==> config.mk <==
export PLATFORM = sky130hd
export DESIGN_NAME = cone_stim_deser
export DESIGN_NICKNAME = d
export VERILOG_FILES = /design/src/rtl/cone_stim_deser.sv
export SDC_FILE = /design/constraint.sdc
export NUM_CORES = 1
export LEC_CHECK = 0
export ABC_AREA = 1
export ABC_CLOCK_PERIOD_IN_PS = 2200
export CAP_MARGIN = 15
export CORE_UTILIZATION = 29
export CTS_CLUSTER_SIZE = 14
export DETAILED_ROUTE_END_ITERATION = 6
export PLACE_DENSITY = 0.47
export SYNTH_ARGS = -nofsm -noshare
export SYNTH_HDL_FRONTEND = slang
export SYNTH_SLANG_ARGS = --single-unit
==> constraint.sdc <==
create_clock -name clk -period 2.2 [get_ports clk]
set_clock_uncertainty 0.05 [all_clocks]
set_input_delay 0.22 -clock clk [delete_from_list [all_inputs] [get_ports clk]]
set_output_delay 0.22 -clock clk [all_outputs]
set_load 0.01 [all_outputs]
==> src/rtl/cone_stim_deser.sv <==
// cone_stim_deser
//   Feeds a combinational cone under test (CUT) from a 1-bit serial link.
//   Serial bits are collected into a VEC_W-bit vector and launched onto the CUT
//   inputs in one step. The CUT output is sampled RESP_LAT cycles later and
//   returned over a valid/ready response port.
//
// Ports
//   clk       in   1      clock, rising edge
//   rst_n     in   1      asynchronous active-low reset
//   clear     in   1      synchronous abort of a partial vector / pending response
//   s_valid   in   1      serial stimulus bit valid
//   s_ready   out  1      block accepts a stimulus bit (high in SHIFT)
//   s_data    in   1      serial stimulus bit, first accepted bit -> vec_out[0]
//   vec_out   out  VEC_W  vector driving CUT inputs (bit i -> n_i)
//   resp_in   in   1      CUT output
//   r_valid   out  1      captured response valid
//   r_ready   in   1      response consumer ready
//   r_data    out  1      captured response bit
//   resp_cnt  out  CNT_W  responses handed off, wraps
//
// state  | meaning
// -------+------------------------------------------------------------
// SHIFT  | collecting serial bits into shreg, s_ready high
// APPLY  | vector launched, counting down until the CUT output settles
// RESP   | response captured, holding r_valid/r_data until handoff

module cone_stim_deser #(
    parameter int VEC_W    = 39,
    parameter int RESP_LAT = 1,
    parameter int CNT_W    = 16
) (
    input  logic             clk,
    input  logic             rst_n,
    input  logic             clear,
    input  logic             s_valid,
    output logic             s_ready,
    input  logic             s_data,
    output logic [VEC_W-1:0] vec_out,
    input  logic             resp_in,
    output logic             r_valid,
    input  logic             r_ready,
    output logic             r_data,
    output logic [CNT_W-1:0] resp_cnt
);

    localparam int BCNT_W = $clog2(VEC_W);
    localparam int WCNT_W = (RESP_LAT > 1) ? $clog2(RESP_LAT) : 1;

    localparam logic [BCNT_W-1:0] LAST_BIT  = BCNT_W'(VEC_W - 1);
    localparam logic [WCNT_W-1:0] WAIT_INIT = WCNT_W'(RESP_LAT - 1);

    typedef enum logic [1:0] {
        SHIFT = 2'd0,
        APPLY = 2'd1,
        RESP  = 2'd2
    } state_t;

    state_t              state, state_nxt;
    logic [BCNT_W-1:0]   bit_cnt, bit_cnt_nxt;
    logic [VEC_W-1:0]    shreg, shreg_nxt;
    logic [WCNT_W-1:0]   wcnt, wcnt_nxt;
    logic [VEC_W-1:0]    vec_nxt;
    logic                r_valid_nxt;
    logic                r_data_nxt;
    logic [CNT_W-1:0]    resp_cnt_nxt;

    always_ff @(posedge clk or negedge rst_n) begin
        if (!rst_n) begin
            state    <= SHIFT;
            bit_cnt  <= '0;
            shreg    <= '0;
            wcnt     <= '0;
            vec_out  <= '0;
            r_valid  <= 1'b0;
            r_data   <= 1'b0;
            resp_cnt <= '0;
        end else begin
            state    <= state_nxt;
            bit_cnt  <= bit_cnt_nxt;
            shreg    <= shreg_nxt;
            wcnt     <= wcnt_nxt;
            vec_out  <= vec_nxt;
            r_valid  <= r_valid_nxt;
            r_data   <= r_data_nxt;
            resp_cnt <= resp_cnt_nxt;
        end
    end

    always_comb begin
        state_nxt    = state;
        bit_cnt_nxt  = bit_cnt;
        shreg_nxt    = shreg;
        wcnt_nxt     = wcnt;
        vec_nxt      = vec_out;
        r_valid_nxt  = r_valid;
        r_data_nxt   = r_data;
        resp_cnt_nxt = resp_cnt;
        s_ready      = (state == SHIFT);

        if (clear) begin
            // vec_out, r_data and resp_cnt keep their values across an abort
            state_nxt   = SHIFT;
            bit_cnt_nxt = '0;
            shreg_nxt   = '0;
            r_valid_nxt = 1'b0;
        end else begin
            unique case (state)
                SHIFT: begin
                    if (s_valid) begin
                        shreg_nxt[bit_cnt] = s_data;
                        if (bit_cnt == LAST_BIT) begin
                            // last bit bypasses shreg so the vector launches on this edge
                            vec_nxt     = {s_data, shreg[VEC_W-2:0]};
                            bit_cnt_nxt = '0;
                            wcnt_nxt    = WAIT_INIT;
                            state_nxt   = APPLY;
                        end else begin
                            bit_cnt_nxt = bit_cnt + BCNT_W'(1);
                        end
                    end
                end
                APPLY: begin
                    if (wcnt == '0) begin
                        r_data_nxt  = resp_in;
                        r_valid_nxt = 1'b1;
                        state_nxt   = RESP;
                    end else begin
                        wcnt_nxt = wcnt - WCNT_W'(1);
                    end
                end
                RESP: begin
                    if (r_ready) begin
                        r_valid_nxt  = 1'b0;
                        resp_cnt_nxt = resp_cnt + CNT_W'(1);
                        state_nxt    = SHIFT;
                    end
                end
                default: begin
                    state_nxt = SHIFT;
                end
            endcase
        end
    end

endmodule

### Yosys cells after proc, flatten, opt, wreduce, memory -nomap -nowiden

Cells that the tools add are included.

* input port bits: 7
* logic and storage cells: 61
* bits in registers: 105

* add/subtract/negate cells: 3
* reductions and logical operators: 13
* equal/unequal tests: 9
* multiplexer cells: 24
* magnitude comparators: 2
* bitwise gates (word level): 2

Operator list (number)
* 39-bit 2-to-1 mux: 3
* 39-bit bitwise mux: 1
* 6-bit 2-to-1 mux: 4
* 16-bit by 1-bit adder with 16-bit output, second input constant: 1
* 4-bit AND reduction: 3
* 2-bit 2-to-1 mux: 5
* 3-bit != test, second input constant: 3
* 3-bit AND reduction: 3
* 6-bit by 7-bit less-than comparator with 1-bit output, second input constant: 1
* 1-bit 2-to-1 mux: 7
* 6-bit by 1-bit adder with 6-bit output, second input constant: 1
* 1-bit demux with 6-bit select: 1
* 6-bit equality test, second input constant: 1
* 6-bit by 1-bit >= comparator with 1-bit output, second input constant: 1
* 2-bit one-hot mux with 3 select lines: 1
* 2-bit nonzero test: 3
* 1-bit one-hot mux with 2 select lines: 2
* 3-bit by 2-bit != test with 1-bit output, second input constant: 1
* 3-bit nonzero test: 1
* 2-bit by 1-bit equality test with 1-bit output, second input constant: 1
* 2-bit equality test, second input constant: 1
* 2-bit logical NOT: 1
* 2-bit by 1-bit != test with 1-bit output, second input constant: 1
* 2-bit != test, second input constant: 1
* 4 further kinds: 5

### Depth between registers and ports, before layout

Gate-level depths: netlist of run 1.

* depth after elaboration: 8
* depth in mapped cells: 9

### Worst setup path after synthesis of run 1

OpenSTA, ideal clock, no wires.

* kind: register to register
* start point: reg bit_cnt[0]
* end point: reg vec_out[10]
* path slack: 0.648 ns
* buffers on the path: 2
* arrival time: 1.378 ns
* clock period less this slack: 1.552 ns
* cell stages (with the launch flop): 10
* cell sequence: dfrtp_1 > inv_1 > ha_1 > nand2_1 > nor2_4 > nand2_4 > buf_6 > buf_8 > nand2_2 > o21ai_2

* longest elaborated chain between the ends: 2

RTL lines
* start: declaration: RTL line 59 `logic [BCNT_W-1:0] bit_cnt, bit_cnt_nxt;`
* start signal: assignment: RTL line 79 `bit_cnt <= bit_cnt_nxt;`
* 6-bit equality test: RTL line 111 `if (bit_cnt == LAST_BIT) begin`
* 4-bit AND reduction (no source line)
* end signal: assignment: RTL line 82 `vec_out <= vec_nxt;`
* end: declaration: RTL line 38 `output logic [VEC_W-1:0] vec_out,`

Every way passes these cells.
A chain may end at the register's enable or synchronous reset.

### Worst setup path after layout of run 1

* start point: reg bit_cnt[0]
* end point: reg vec_out[2]

Same word-level chain as after synthesis.

==> impl_metrics.tcl, run 1 <==
set metrics [dict create \
    status "completed" \
    power_mw 3.67 \
    power.density_nw_per_um2 603 \
    place_congestion 0.772 \
    finalHoldViolCount 0 \
    grt_max_degree 40 \
    cp.required_ns 2.37 \
    synth_area_um2 4870 \
    antenna_left 0 \
    fin_cells 872 \
    place_hpwl_mm 8.04 \
    hp-class "input pin to async pin" \
    synthCells 581 \
    clock_latency_ns 0.35 \
    crit_top_cell "nand2_1" \
    grt_remaining_overflow 0 \
    die_h_um 132 \
    wl_met3_um 507 \
    path_max_fanout 29 \
    drtPass1Iterations 4 \
    crit_type "flip-flop to flip-flop" \
    highest_layer "met4" \
    swShare_pct 22.4 \
    drc 0 \
    finalCriticalPeriod_ns 1.88 \
    path_clk_slew_ns 0.07 \
    synth-edff-count 0 \
    slowest_stage "dfrtp_1" \
    synth-seq-cells 103 \
    nFillCells 1714 \
    grt_pass1_wl_mm 19.2 \
    seqPwrFrac_pct 52.2 \
    synthArstFlopShare_pct 100 \
    drive_gt1_share_pct 9.82 \
    htree_levels 3 \
    wirelength_mm 11.4 \
    yosysSeqAreaShare_pct 52.9 \
    die_x_um 132 \
    synthToLayoutAreaGrowth_pct 25.0 \
    cts_tree "yes" \
    slew_headroom_pct 67.5 \
    cts_resized 0 \
    synth_ff_type "dfrtp_1" \
    place_ws_ns 0.348 \
    start_util_pct 29.6 \
    endpoint_kind "flip-flop" \
    wl_met2_mm 5.26 \
    num_rows 47 \
    yosysMostFrequentCell "nand2_1" \
    worst_pin_slew_ns 0.484 \
    synth_area_per_cell_um2 8.38 \
    n_antenna_cell 0 \
    synth_common_cells "nand2_1, inv_1, dfrtp_1" \
    cts.sink_count 103 \
    switching_power_mw 0.821 \
    p_leak_nw 2.93 \
    yosys.area.top_type "dfrtp_1" \
    slowest_delay_ns 0.47 \
    combPwrFrac_pct 4.7 \
    dp.cells 857 \
    grt_pass1_vias 3713 \
    wl_per_cell_um 13.1 \
    root_buffer "clkbuf_16" \
    wl_met1_mm 5.49 \
    final_nets 659 \
    fin_ws_ns 0.318 \
    r2r_slack_ns 0.32 \
    boundaryPins 65 \
    post_drt_via_cell_ratio 4.36 \
    die_area_um2 17300 \
    fin_hold_ws_ns 0.281 \
    fmax_mhz 531 \
    finalSetupTns_ns 0 \
    ys_top_cells_by_area "dfrtp_1, o21ai_0, nand2_1, inv_1, nor2_1" \
    port_buffers 64 \
    critPathArrivalTime_ns 2.06 \
    syn-num-nets 591 \
    ir_worst_vdd_mv 0.384 \
    period_share_pct 85.5 \
    slew_violations 0 \
    coreArea_um2 16500 \
    cts_setup_buffers 0 \
    cellInternalPower_mw 2.85 \
    startpoint_type "flip-flop" \
    drt_iter0_drc 137 \
    crit_path_cell_trace "inv_1 > ha_1 > nand2_1 > nor2_4 > nand2_4 > buf_12 > nand2_1 > o21ai_0" \
    ctsLongestPathBuffers 2 \
    max_cap_viol_count 0 \
    ys_types 31 \
    ys_warn_count 0 \
    grt.total_usage_pct 14.1 \
    clkPwrFrac_pct 43.1 \
    cts_buffers 9 \
    yosysTopAreaCellShare_pct 52.9 \
    rsz0062_at_grt "no" \
    vias 3800 \
    setup_violations 0 \
    antenna_found_initial 0 \
]
power by group through the flow:
stage | sequential [mW] | combinational (mW) | clock, mW
6_report | 1.92 | 0.172 | 1.58
5_1_grt | 1.92 | 0.198 | 1.72
4_1_cts | 1.92 | 0.179 | 1.65
3_5_place_dp | 1.95 | 0.177 | 0
3_3_place_gp | 1.95 | 0.176 | 0
2_1_floorplan | 1.95 | 0.0754 | 0
path summary, 6_finish.rpt:
check,startpoint,to,depth (start not counted)
worst min-delay path,rst_n,state[0],2
max in group asynchronous,rst_n,shreg[6],4
worst min register to register,vec_out[28],vec_out[28],2
worst max-delay path,bit_cnt[0],vec_out[2],8
min in group clk,s_data,vec_out[38],3
worst max register to register,bit_cnt[0],vec_out[2],8
flip-flops by register name (all words and copies together) (netlist names):
signal    count
bit_cnt       6
resp_cnt     16
r_data        1
state         2
shreg        38
vec_out      39
r_valid       1
placed cells by master, fill, tap and decap left out:
master,Yosys,final
nand3b_1,1,1
inv_1,105,105
clkbuf_16,0,9
ha_1,3,3
buf_4,1,9
o22ai_1,4,4
nand2_2,12,12
nand3_4,1,1
bufinv_16,0,1
o21ai_1,7,7
dfrtp_1,103,103
nor2_4,3,3
xnor2_1,5,5
o21ai_0,101,101
o21ai_2,10,10
clkbuf_8,0,1
buf_12,0,4
clkinv_2,0,2
clkdlybuf4s50_1,0,63
nor2_1,46,46
nor3_1,2,2
xor2_1,7,7
nand3_1,22,22
mux2_2,1,1
nand3_2,2,2
clkinvlp_4,0,1
nand4_1,3,3
nand2_4,1,1
dlygate4sd3_1,0,1
inv_2,4,4
nor2_8,1,1
o31ai_1,1,1
nand2_1,114,114
nor2_2,2,2
layout make-up:
class	instances	area (µm²)	share of cell area, %
multi-input combinational	349	1750	28.8
clock buffer	10	239	3.93
timing repair buffer	77	788	12.9
sequential	103	2580	42.3
inverter	109	409	6.72
clock inverter	4	47.5	0.781
tap	220	275	4.52
per-stage QoR:
| stage | util (%) | instance area (µm²) |
|---|---|---|
| 2_1_floorplan | - | 4870 |
| 3_3_place_gp | 35.2 | 5790 |
| 3_5_place_dp | 35.2 | 5790 |
| 4_1_cts | 37.0 | 6090 |
| 5_1_grt | 37.0 | 6090 |
| 6_report | 37.0 | 6090 |
critical path: cells and delay by family (launching register included):
kind,cells,cell delay (ns)
AO/OA/AOI/OAI,1,0.08
AND/OR/NAND/NOR,4,0.51
adder cells (fa/ha/maj),1,0.18
flip-flops,1,0.47
buffers and inverters,2,0.46
metal layers:
layer / up-vias / GRT usage, %
li1: 1931 / -
met5: - / 0
met2: 72 / 22.3
met1: 1789 / 18.6
met3: 8 / 4.24
met4: 0 / 3.68
cells by family after synthesis:
logic type	share of synthesized area, %
AO/OA/AOI/OAI	13.6
XOR/XNOR	2.16
adder cells (fa/ha/maj)	0.771
buffers and inverters	11.1
flip-flops	52.9
multiplexers	0.231
AND/OR/NAND/NOR	19.2
timing repair:
item / in CTS / in global routing
hold buffers: 1 / 0
setup endpoints to repair: 0 / 0
endpoints found under the hold margin: 25 / 0
(Power assumes the default switching activity.)
==> run 2: changes to the inputs <==
--- a/config.mk
+++ b/config.mk
@@ -11,6 +11,7 @@
 export CORE_UTILIZATION = 29
 export CTS_CLUSTER_SIZE = 14
 export DETAILED_ROUTE_END_ITERATION = 6
+export MAX_ROUTING_LAYER = met4
 export PLACE_DENSITY = 0.47
 export SYNTH_ARGS = -nofsm -noshare
 export SYNTH_HDL_FRONTEND = slang
==> impl_metrics.tcl, run 2 (synthesized netlist as in run 1, its figures left out) <==
set metrics [dict create \
    top_register "vec_out" \
    fin_util_pct 37.0 \
    switching_power_mw 0.836 \
    cp.required_ns 2.41 \
    critPathArrivalTime_ns 2.08 \
    coreArea_um2 16500 \
    drc 0 \
    grt.total_usage_pct 14.4 \
    endpoint_kind "flip-flop" \
    grt_pass1_wl_mm 19.2 \
    top_regs "vec_out x39, shreg x38, resp_cnt x16" \
    wirelength_mm 11.3 \
    finalSetupTns_ns 0 \
    antenna_left 0 \
    p_leak_nw 2.93 \
    slew_violations 0 \
    htree_levels 3 \
    drive_gt1_share_pct 9.22 \
    grt_pass1_vias 3839 \
    swShare_pct 22.1 \
    die_h_um 132 \
    n_antenna_cell 0 \
    layout_common_cells "nand2_1, inv_1, dfrtp_1, o21ai_0, clkdlybuf4s50_1" \
    num_rows 47 \
    cellInternalPower_mw 2.94 \
    setup_violations 0 \
    place_congestion 0.783 \
    wl_per_cell_um 13.0 \
    finalHoldViolCount 0 \
    placed_area_um2 5770 \
    power.density_nw_per_um2 621 \
    drt_iter0_drc 152 \
    slew_headroom_pct 67.4 \
    clkPwrFrac_pct 44.9 \
    boundaryPins 65 \
    final_common_cell "nand2_1" \
    finalCriticalPeriod_ns 1.87 \
    root_buffer "clkbuf_16" \
    seqPwrFrac_pct 50.7 \
    cts_tree "yes" \
    r2r_cells 7 \
    cts_resized 0 \
    ir_worst_vdd_mv 0.400 \
    ctsLongestPathBuffers 2 \
    status "completed" \
    grt_remaining_overflow 0 \
    fmax_mhz 535 \
    r2r_slack_ns 0.33 \
    grt_max_degree 61 \
    die_area_um2 17300 \
    startpoint_type "flip-flop" \
    antenna_found_initial 0 \
    path_clk_slew_ns 0.07 \
    worst_pin_slew_ns 0.486 \
    cts.sink_count 103 \
    combPwrFrac_pct 4.4 \
    crit_type "flip-flop to flip-flop" \
    final_nets 656 \
    hp-class "input pin to async pin" \
    clock_latency_ns 0.35 \
    largest_register_ffs 39 \
    fin_hold_ws_ns 0.225 \
    synthToLayoutAreaGrowth_pct 24.9 \
    rsz0062_at_grt "no" \
    port_buffers 64 \
    max_cap_viol_count 0 \
    cts_setup_buffers 0 \
    vias 3794 \
    start_util_pct 29.6 \
    path_max_fanout 33 \
    cts_buffers 9 \
    period_share_pct 84.9 \
    place_hpwl_mm 7.99 \
    die_x_um 132 \
    drtPass1Iterations 4 \
    final_area_um2 6090 \
    post_drt_via_cell_ratio 4.36 \
    postCtsHoldBufs 1 \
    power_mw 3.78 \
]
[run 2: changes by cell type in the layout (fill, tap and decap cells not counted), sizes merged]
cell / delta
clkbuf: +2
bufinv: +1
buf: -3
clkinvlp: -1
[run 2: per-stage QoR]
| stage | setup WS (ns) | std cells |
|---|---|---|
| 2_1_floorplan | 0.648 | 581 |
| 5_1_grt | 0.178 | 871 |
| 6_report | 0.332 | 871 |
| 4_1_cts | 0.325 | 871 |
| 3_3_place_gp | 0.356 | 854 |
| 3_5_place_dp | 0.362 | 854 |
[run 2: final cells by class]
type	count	area, µm²
Fill cell	1720	10400
Sequential cell	103	2580
Multi-Input combinational cell	349	1750
Timing Repair Buffer	74	766
Inverter	109	409
Tap cell	220	275
Clock buffer	12	236
Clock inverter	4	70.1
[run 2: critical path, stage by stage (launching register included)]
cell	delay [ns]
dfrtp_1	0.46
inv_1	0.21
ha_1	0.18
nand2_1	0.11
nor2_4	0.15
nand2_4	0.17
buf_12	0.23
o21ai_0	0.19
[run 2: power by group through the flow]
stage	clock [mW]	sequential (mW)	combinational, mW
6_report	1.70	1.92	0.166
5_1_grt	1.83	1.92	0.192
4_1_cts	1.76	1.92	0.175
3_5_place_dp	0	1.95	0.172
3_3_place_gp	0	1.95	0.171
2_1_floorplan	0	1.95	0.0754
[run 2: layer usage]
layer	part of all wire, %	global-route usage, %	wire length (µm)
met4	1.3	4.46	146
met2	47	22.8	5280
met3	3.7	3.40	415
met5	0	-	0
met1	48	18.1	5440
[run 2: worst paths after layout]
check | endpoint | start
worst max-delay path | vec_out[1] | bit_cnt[0]
worst min-delay path | resp_cnt[6] | rst_n
worst max register to register | vec_out[1] | bit_cnt[0]
worst min register to register | vec_out[29] | vec_out[29]
max in group asynchronous | resp_cnt[15] | rst_n
min in group clk | vec_out[29] | vec_out[29]
